--- config.mk ---
export PLATFORM = sky130hd
export DESIGN_NAME = writeback_stage
export DESIGN_NICKNAME = d
export VERILOG_FILES = /design/src/rtl/mips_pkg.sv /design/src/rtl/load_align.sv /design/src/rtl/writeback_stage.sv
export SDC_FILE = /design/constraint.sdc
export NUM_CORES = 1
export LEC_CHECK = 0
export BUFFER_PORTS_ARGS = -buffer_cell sky130_fd_sc_hd__buf_2
export CAP_MARGIN = 0
export CORE_MARGIN = 3
export CORE_UTILIZATION = 29
export DETAILED_ROUTE_END_ITERATION = 6
export GPL_ROUTABILITY_DRIVEN = 0
export HOLD_SLACK_MARGIN = 0.15
export PLACE_DENSITY = 0.51
export SLEW_MARGIN = 20
export SYNTH_ARGS = -nofsm -noshare
export SYNTH_HDL_FRONTEND = slang
export SYNTH_HIERARCHICAL = 1
export SYNTH_SLANG_ARGS = --single-unit
--- constraint.sdc ---
create_clock -name clock -period 4.2 [get_ports clock]
set_clock_uncertainty 0.15 [all_clocks]
set_input_delay 0.21 -clock clock [delete_from_list [all_inputs] [get_ports clock]]
set_output_delay 0.21 -clock clock [all_outputs]
set_load 0.05 [all_outputs]
--- src/rtl/mips_pkg.sv ---
// Shared definitions for the pipeline: load-size encodings, the zero
// register id, the MEM/WB register layout and a sub-word extension helper.
package mips_pkg;

    typedef enum logic [1:0] {
        LS_WORD = 2'b00,
        LS_HALF = 2'b01,
        LS_BYTE = 2'b10,
        LS_RSVD = 2'b11   // reserved encoding, treated as a word load
    } load_size_e;

    localparam logic [4:0] REG_ZERO = 5'd0;

    // Contents of the MEM/WB pipeline register
    typedef struct packed {
        logic        valid;
        logic        reg_write;
        logic        mem_to_reg;
        load_size_e  load_size;
        logic        load_signed;
        logic [31:0] read_data;
        logic [31:0] alu_out;
        logic [4:0]  write_reg;
    } mwb_t;

    // Widen a 16-bit field to 32 bits. For byte loads only raw[7:0] is
    // meaningful, so is_half selects which bit carries the sign.
    function automatic logic [31:0] extend_sub(input logic [15:0] raw,
                                               input logic        is_half,
                                               input logic        sgn);
        logic [31:0] res;
        if (is_half) begin
            res = {{16{sgn & raw[15]}}, raw};
        end else begin
            res = {{24{sgn & raw[7]}}, raw[7:0]};
        end
        return res;
    endfunction

endpackage

--- src/rtl/load_align.sv ---
// Big-endian load extraction: picks the byte/half addressed by addr_i out of
// the raw memory word, zero- or sign-extends it, and flags addresses that are
// not naturally aligned for the access size. Purely combinational.
module load_align
    import mips_pkg::*;
(
    input  logic [31:0] data_i,
    input  logic [1:0]  addr_i,
    input  load_size_e  size_i,
    input  logic        signed_i,
    output logic [31:0] value_o,
    output logic        misalign_o
);

    logic [7:0]  byte_s;
    logic [15:0] half_s;
    logic [31:0] value_s;
    logic        misalign_s;

    // Select the addressed byte and half-word (address 0 is the MSB end)
    always_comb begin
        byte_s = 8'h00;
        case (addr_i)
            2'b00:   byte_s = data_i[31:24];
            2'b01:   byte_s = data_i[23:16];
            2'b10:   byte_s = data_i[15:8];
            2'b11:   byte_s = data_i[7:0];
            default: byte_s = 8'h00;
        endcase
        if (addr_i[1]) begin
            half_s = data_i[15:0];
        end else begin
            half_s = data_i[31:16];
        end
    end

    // Size-dependent extension and alignment check
    always_comb begin
        value_s    = data_i;
        misalign_s = 1'b0;
        case (size_i)
            LS_HALF: begin
                value_s    = extend_sub(half_s, 1'b1, signed_i);
                misalign_s = addr_i[0];
            end
            LS_BYTE: begin
                value_s    = extend_sub({8'h00, byte_s}, 1'b0, signed_i);
                misalign_s = 1'b0;
            end
            LS_WORD, LS_RSVD: begin
                value_s    = data_i;
                misalign_s = (addr_i != 2'b00);
            end
            default: begin
                value_s    = data_i;
                misalign_s = 1'b0;
            end
        endcase
    end

    assign value_o    = value_s;
    assign misalign_o = misalign_s;

endmodule

--- src/rtl/writeback_stage.sv ---
// Write-back stage: MEM/WB pipeline register, load alignment and the
// qualified register-file write enable.
// Optional retire counter: define WRITEBACK_RETIRE_COUNT_EN to add a 32-bit
// wrapping count of captured valid instructions on port RetireCountW.
// Register update priority: reset > StallW > FlushW > capture.
module writeback_stage
    import mips_pkg::*;
(
    input  logic        clock,
    input  logic        reset,
    input  logic        StallW,
    input  logic        FlushW,
    input  logic        ValidM,
    input  logic        RegWriteM,
    input  logic        MemtoRegM,
    input  logic [1:0]  LoadSizeM,
    input  logic        LoadSignedM,
    input  logic [31:0] ReadDataM,
    input  logic [31:0] ALUOutM,
    input  logic [4:0]  WriteRegM,
    output logic        ValidW,
    output logic        RegWriteW,
    output logic [4:0]  WriteRegW,
    output logic [31:0] ResultW,
    output logic        MisalignW
`ifdef WRITEBACK_RETIRE_COUNT_EN
    ,
    output logic [31:0] RetireCountW
`endif
);

    localparam mwb_t MWB_RESET = '{
        valid:       1'b0,
        reg_write:   1'b0,
        mem_to_reg:  1'b0,
        load_size:   LS_WORD,
        load_signed: 1'b0,
        read_data:   32'h0000_0000,
        alu_out:     32'h0000_0000,
        write_reg:   5'd0
    };

    mwb_t        mwb_q;
    mwb_t        mwb_d;
    logic        capture_s;
    logic [31:0] aligned_s;
    logic        align_mis_s;

    assign capture_s = ~StallW & ~FlushW;

    // Next-state of the MEM/WB register: stall holds (even with flush),
    // flush kills valid and write enable, otherwise capture the M stage
    always_comb begin
        mwb_d = mwb_q;
        if (StallW) begin
            mwb_d = mwb_q;
        end else if (FlushW) begin
            mwb_d.valid     = 1'b0;
            mwb_d.reg_write = 1'b0;
        end else begin
            mwb_d.valid       = ValidM;
            mwb_d.reg_write   = RegWriteM;
            mwb_d.mem_to_reg  = MemtoRegM;
            mwb_d.load_size   = load_size_e'(LoadSizeM);
            mwb_d.load_signed = LoadSignedM;
            mwb_d.read_data   = ReadDataM;
            mwb_d.alu_out     = ALUOutM;
            mwb_d.write_reg   = WriteRegM;
        end
    end

    // MEM/WB register with synchronous reset
    always_ff @(posedge clock) begin
        if (reset) begin
            mwb_q <= MWB_RESET;
        end else begin
            mwb_q <= mwb_d;
        end
    end

`ifdef WRITEBACK_RETIRE_COUNT_EN
    logic [31:0] retire_cnt_q;
    logic [31:0] retire_cnt_d;

    // Count one retirement per captured valid instruction; wraps naturally
    always_comb begin
        if (capture_s & ValidM) begin
            retire_cnt_d = retire_cnt_q + 32'd1;
        end else begin
            retire_cnt_d = retire_cnt_q;
        end
    end

    // Retire counter register with synchronous reset
    always_ff @(posedge clock) begin
        if (reset) begin
            retire_cnt_q <= 32'd0;
        end else begin
            retire_cnt_q <= retire_cnt_d;
        end
    end

    assign RetireCountW = retire_cnt_q;
`endif

    load_align u_load_align (
        .data_i     (mwb_q.read_data),
        .addr_i     (mwb_q.alu_out[1:0]),
        .size_i     (mwb_q.load_size),
        .signed_i   (mwb_q.load_signed),
        .value_o    (aligned_s),
        .misalign_o (align_mis_s)
    );

    // Result mux and write qualification, all from registered state
    always_comb begin
        if (mwb_q.mem_to_reg) begin
            ResultW = aligned_s;
        end else begin
            ResultW = mwb_q.alu_out;
        end
        MisalignW = mwb_q.valid & mwb_q.mem_to_reg & align_mis_s;
        RegWriteW = mwb_q.valid & mwb_q.reg_write &
                    (mwb_q.write_reg != REG_ZERO) & ~MisalignW;
    end

    assign ValidW    = mwb_q.valid;
    assign WriteRegW = mwb_q.write_reg;

endmodule

==> metrics.md <==
| Metric | Value |
|---|---|
| Run status | complete, no violations |
| Tcrit/Tclk final | between 80% and 90% |
| Fin crit period | around 3.4 ns |
| Proportion of synthesized chip area in sequential cells | roughly 36% |
| Crit path kind | reg2out |
| Placement row count | 43 |
| DP Cell Count | 729 |
| Critical path arrival | roughly 3.0 ns |
| Via density | just over 5 |
| Top-area cell type share of the netlist area | between 30% and 40% |
| # setup viols final | 0 |
| Setup total negative slack | 0 ns |
| Clk slew on worst S/H paths | ~0.06 ns |
| Avg Cell Area, Syn | around 8.7 µm² |
| Die Ht | between 100 and 150 µm |
| Power, Total | 1920 µW |
| # fillers | around 1400 |
| Initial antenna violation count | 0 |
| CTS Buffer Depth | 2 |
| Clk pwr share | 40.5% |
| Commonest non-fill, non-tap cell in the layout | buf_2 |
| Depth of the CTS H-tree | 3 |
| Post-cts sizing count | 0 |
| Later-pin clock latency in the skew report | 0.34 ns |
| Gr usage total | 16.7% |
| Share of cells above drive strength 1 | between 30% and 40% |
| Final cell count without fillers | 820 |
| YS warnings | 6 |
| Synthesized cell area | around 4200 µm² |
| P&R area growth vs syn | 37.7% |
| Vias | 4143 |
| IO Pins | about 120 |
| CTS tree | done |
| Ranking of synthesized cells by area | dfxtp_1 36%, or3b_1 11%, a21oi_1 9.5% |
| Final nets | around 720 |
| RSZ-0062 raised after global routing | no |
| Root Driver | clkbuf_16 |
| Critical path endpoint category | output port |
| Setup bufs post-CTS | 0 |
| Fmax | between 0.2 and 0.3 GHz |
| Clock sinks | 75 |
| Slew Limit Fails | 0 |
| Number of I/O port buffers | about 120 |
| Comb pwr share | a little under a fifth |
| Post-route setup slack | around 0.81 ns |
| Syn Inst Count | 487 |
| Slew @ Worst Pin | 1.04 ns |
| Post-place setup slack | about 0.95 ns |
| Max IR drop VDD | slightly below 200 µV |
| Number of global-route vias before repair | roughly 4000 |
| MaxCap Viol Count | 0 |
| Count of cell types in the netlist | 33 |
| Switching power | 553 µW |
| Die Area | between 15000 and 20000 µm² |
| Flop pwr share | 40.2% |
| Net Sw Frac | a little under 30% |
| Synth area leader | dfxtp_1 |
| Commonest non-fill, non-tap cells in the layout | 116 x buf_2, 80 x a21oi_1, 75 x dfxtp_1, 75 x dlygate4sd3_1, 72 x o21ai_0 |
| Drt drc | 0 |
| HP Class | reg2reg |
| First-pass GRT wire length | between 20 and 25 mm |
| #FFs+latches synth | 75 |
| Hold Violations, Final | 0 |
| Antenna cells | 0 |
| Horiz. Die Dim | 127 µm |
| Number of iterations in the first detailed-routing pass | 5 |
| Worst EP required | approximately 3.8 ns |
| Starting Density | a little under a third |
| Largest net degree at the start of global routing | 151 |
| Worst Path Max Fanout | 24 |
| Num CTS Buffers | 9 |
| Net Count, Synth | ~570 |
| Slew margin rel. | a little under a third |
| Routed WL | approximately 14 mm |
| Wirelength per Cell | ~16 µm |
| GR Overflow Total | 0 |
| Hold-fix buffer count after cts | 75 |
| Internal | between 1000 and 1500 µW |
| Total core area | between 10000 and 15000 µm² |
| Initial DRC count | 290 |
| Post-route ant nets | 0 |
| Startpoint Class | flop |
| Post-DP HPWL | around 8.9 mm |
| Power per cell area | approximately 330 nW/µm² |
| Lkg Pwr | 0.00239 µW |
-- cell families (layout without fill, tap and decap cells) --
kind of cell | count (synthesis) | in the layout | synth area share [%]
and+or+nand+nor | 129 | 129 | 21.2
AOI/OAI and AO/OA | 178 | 178 | 23.8
adders and majority gates | 2 | 2 | 0.593
buffers and inverters | 61 | 214 | 7.56
DFF | 75 | 75 | 35.6
muxes | 42 | 42 | 11.2
-- sequential cells by signal (all words and copies together), names as in the netlist --
signal	flops
mwb_q	69
WriteRegW	5
ValidW	1
-- metal layers --
layer  part of all wire, %  vias up  routed length [µm]  GRT usage, %
met3                   6.5       14                 876          4.72
met2                    46      150                6280          26.3
li1                      -     2059                   -             -
met5                     0        -                   0             0
met1                    46     1920                6210          22.7
met4                   1.1        0                 150          4.10
-- path summary, 6_finish.rpt --
kind                            startpoint          to  slack, ns  cells past startpoint
worst min-delay path             mwb_q[73]   mwb_q[73]       0.32                      2
worst max register to register    mwb_q[6]    mwb_q[6]       2.81                      2
worst max-delay path             mwb_q[71]  ResultW[2]       0.81                      7
worst min register to register   mwb_q[73]   mwb_q[73]       0.32                      2
-- area by class of cell --
class / count / area [µm²] / area share, %
multi-input combinational: 351 / 2400 / 41.3
timing repair buffer: 195 / 1370 / 23.6
clock buffer: 9 / 225 / 3.88
tap: 180 / 225 / 3.88
inverter: 3 / 11.3 / 0.194
sequential: 75 / 1500 / 25.8
clock inverter: 7 / 76.3 / 1.31
-- worst max-delay path, stage by stage, from the launching register on --
cell and delay (ns):
dfxtp_1 0.32, inv_1 0.06, ha_1 0.67, nor2b_2 0.33, o21bai_1 0.39, a221o_1 0.43, mux2_2 0.27, buf_2 0.21
-- per-stage QoR --
| stage | hold slack [ns] | cell area (µm²) | util [%] |
|---|---|---|---|
| global route | 0.331 | 5810 | 41.4 |
| global placement | 0.296 | 4750 | 33.8 |
| CTS | 0.320 | 5800 | 41.3 |
| finish | 0.319 | 5810 | 41.4 |
| detailed placement | 0.310 | 4750 | 33.8 |
| floorplan | 0.282 | 4220 | - |
-- cell usage after synthesis --
master	number
buf_4	5
mux2_2	33
a21oi_1	80
clkbuf_1	31
inv_1	3
buf_6	7
o21ai_0	72
o22a_1	1
a22oi_1	7
nor2_1	9
a21o_1	1
nand3_1	1
o21bai_1	1
a2bb2oi_1	1
and3b_1	3
a21oi_2	3
a32oi_4	1
and2_1	1
dfxtp_1	75
mux4_2	1
ha_1	2
or3b_2	22
buf_2	10
o21ai_1	1
and3_1	1
or3b_1	54
nor2b_1	2
clkbuf_2	5
o2111a_1	1
nand2_1	35
a221o_1	9
or4_1	1
mux2i_1	8
-- power groups by stage --
stage	clock network, µW	registers [µW]	logic, µW
finish	778	772	368
global route	835	776	399
detailed placement	0	788	313
CTS	800	772	368
floorplan	0	775	237
global placement	0	787	309
Note: power is estimated with default switching activity, not from simulation.
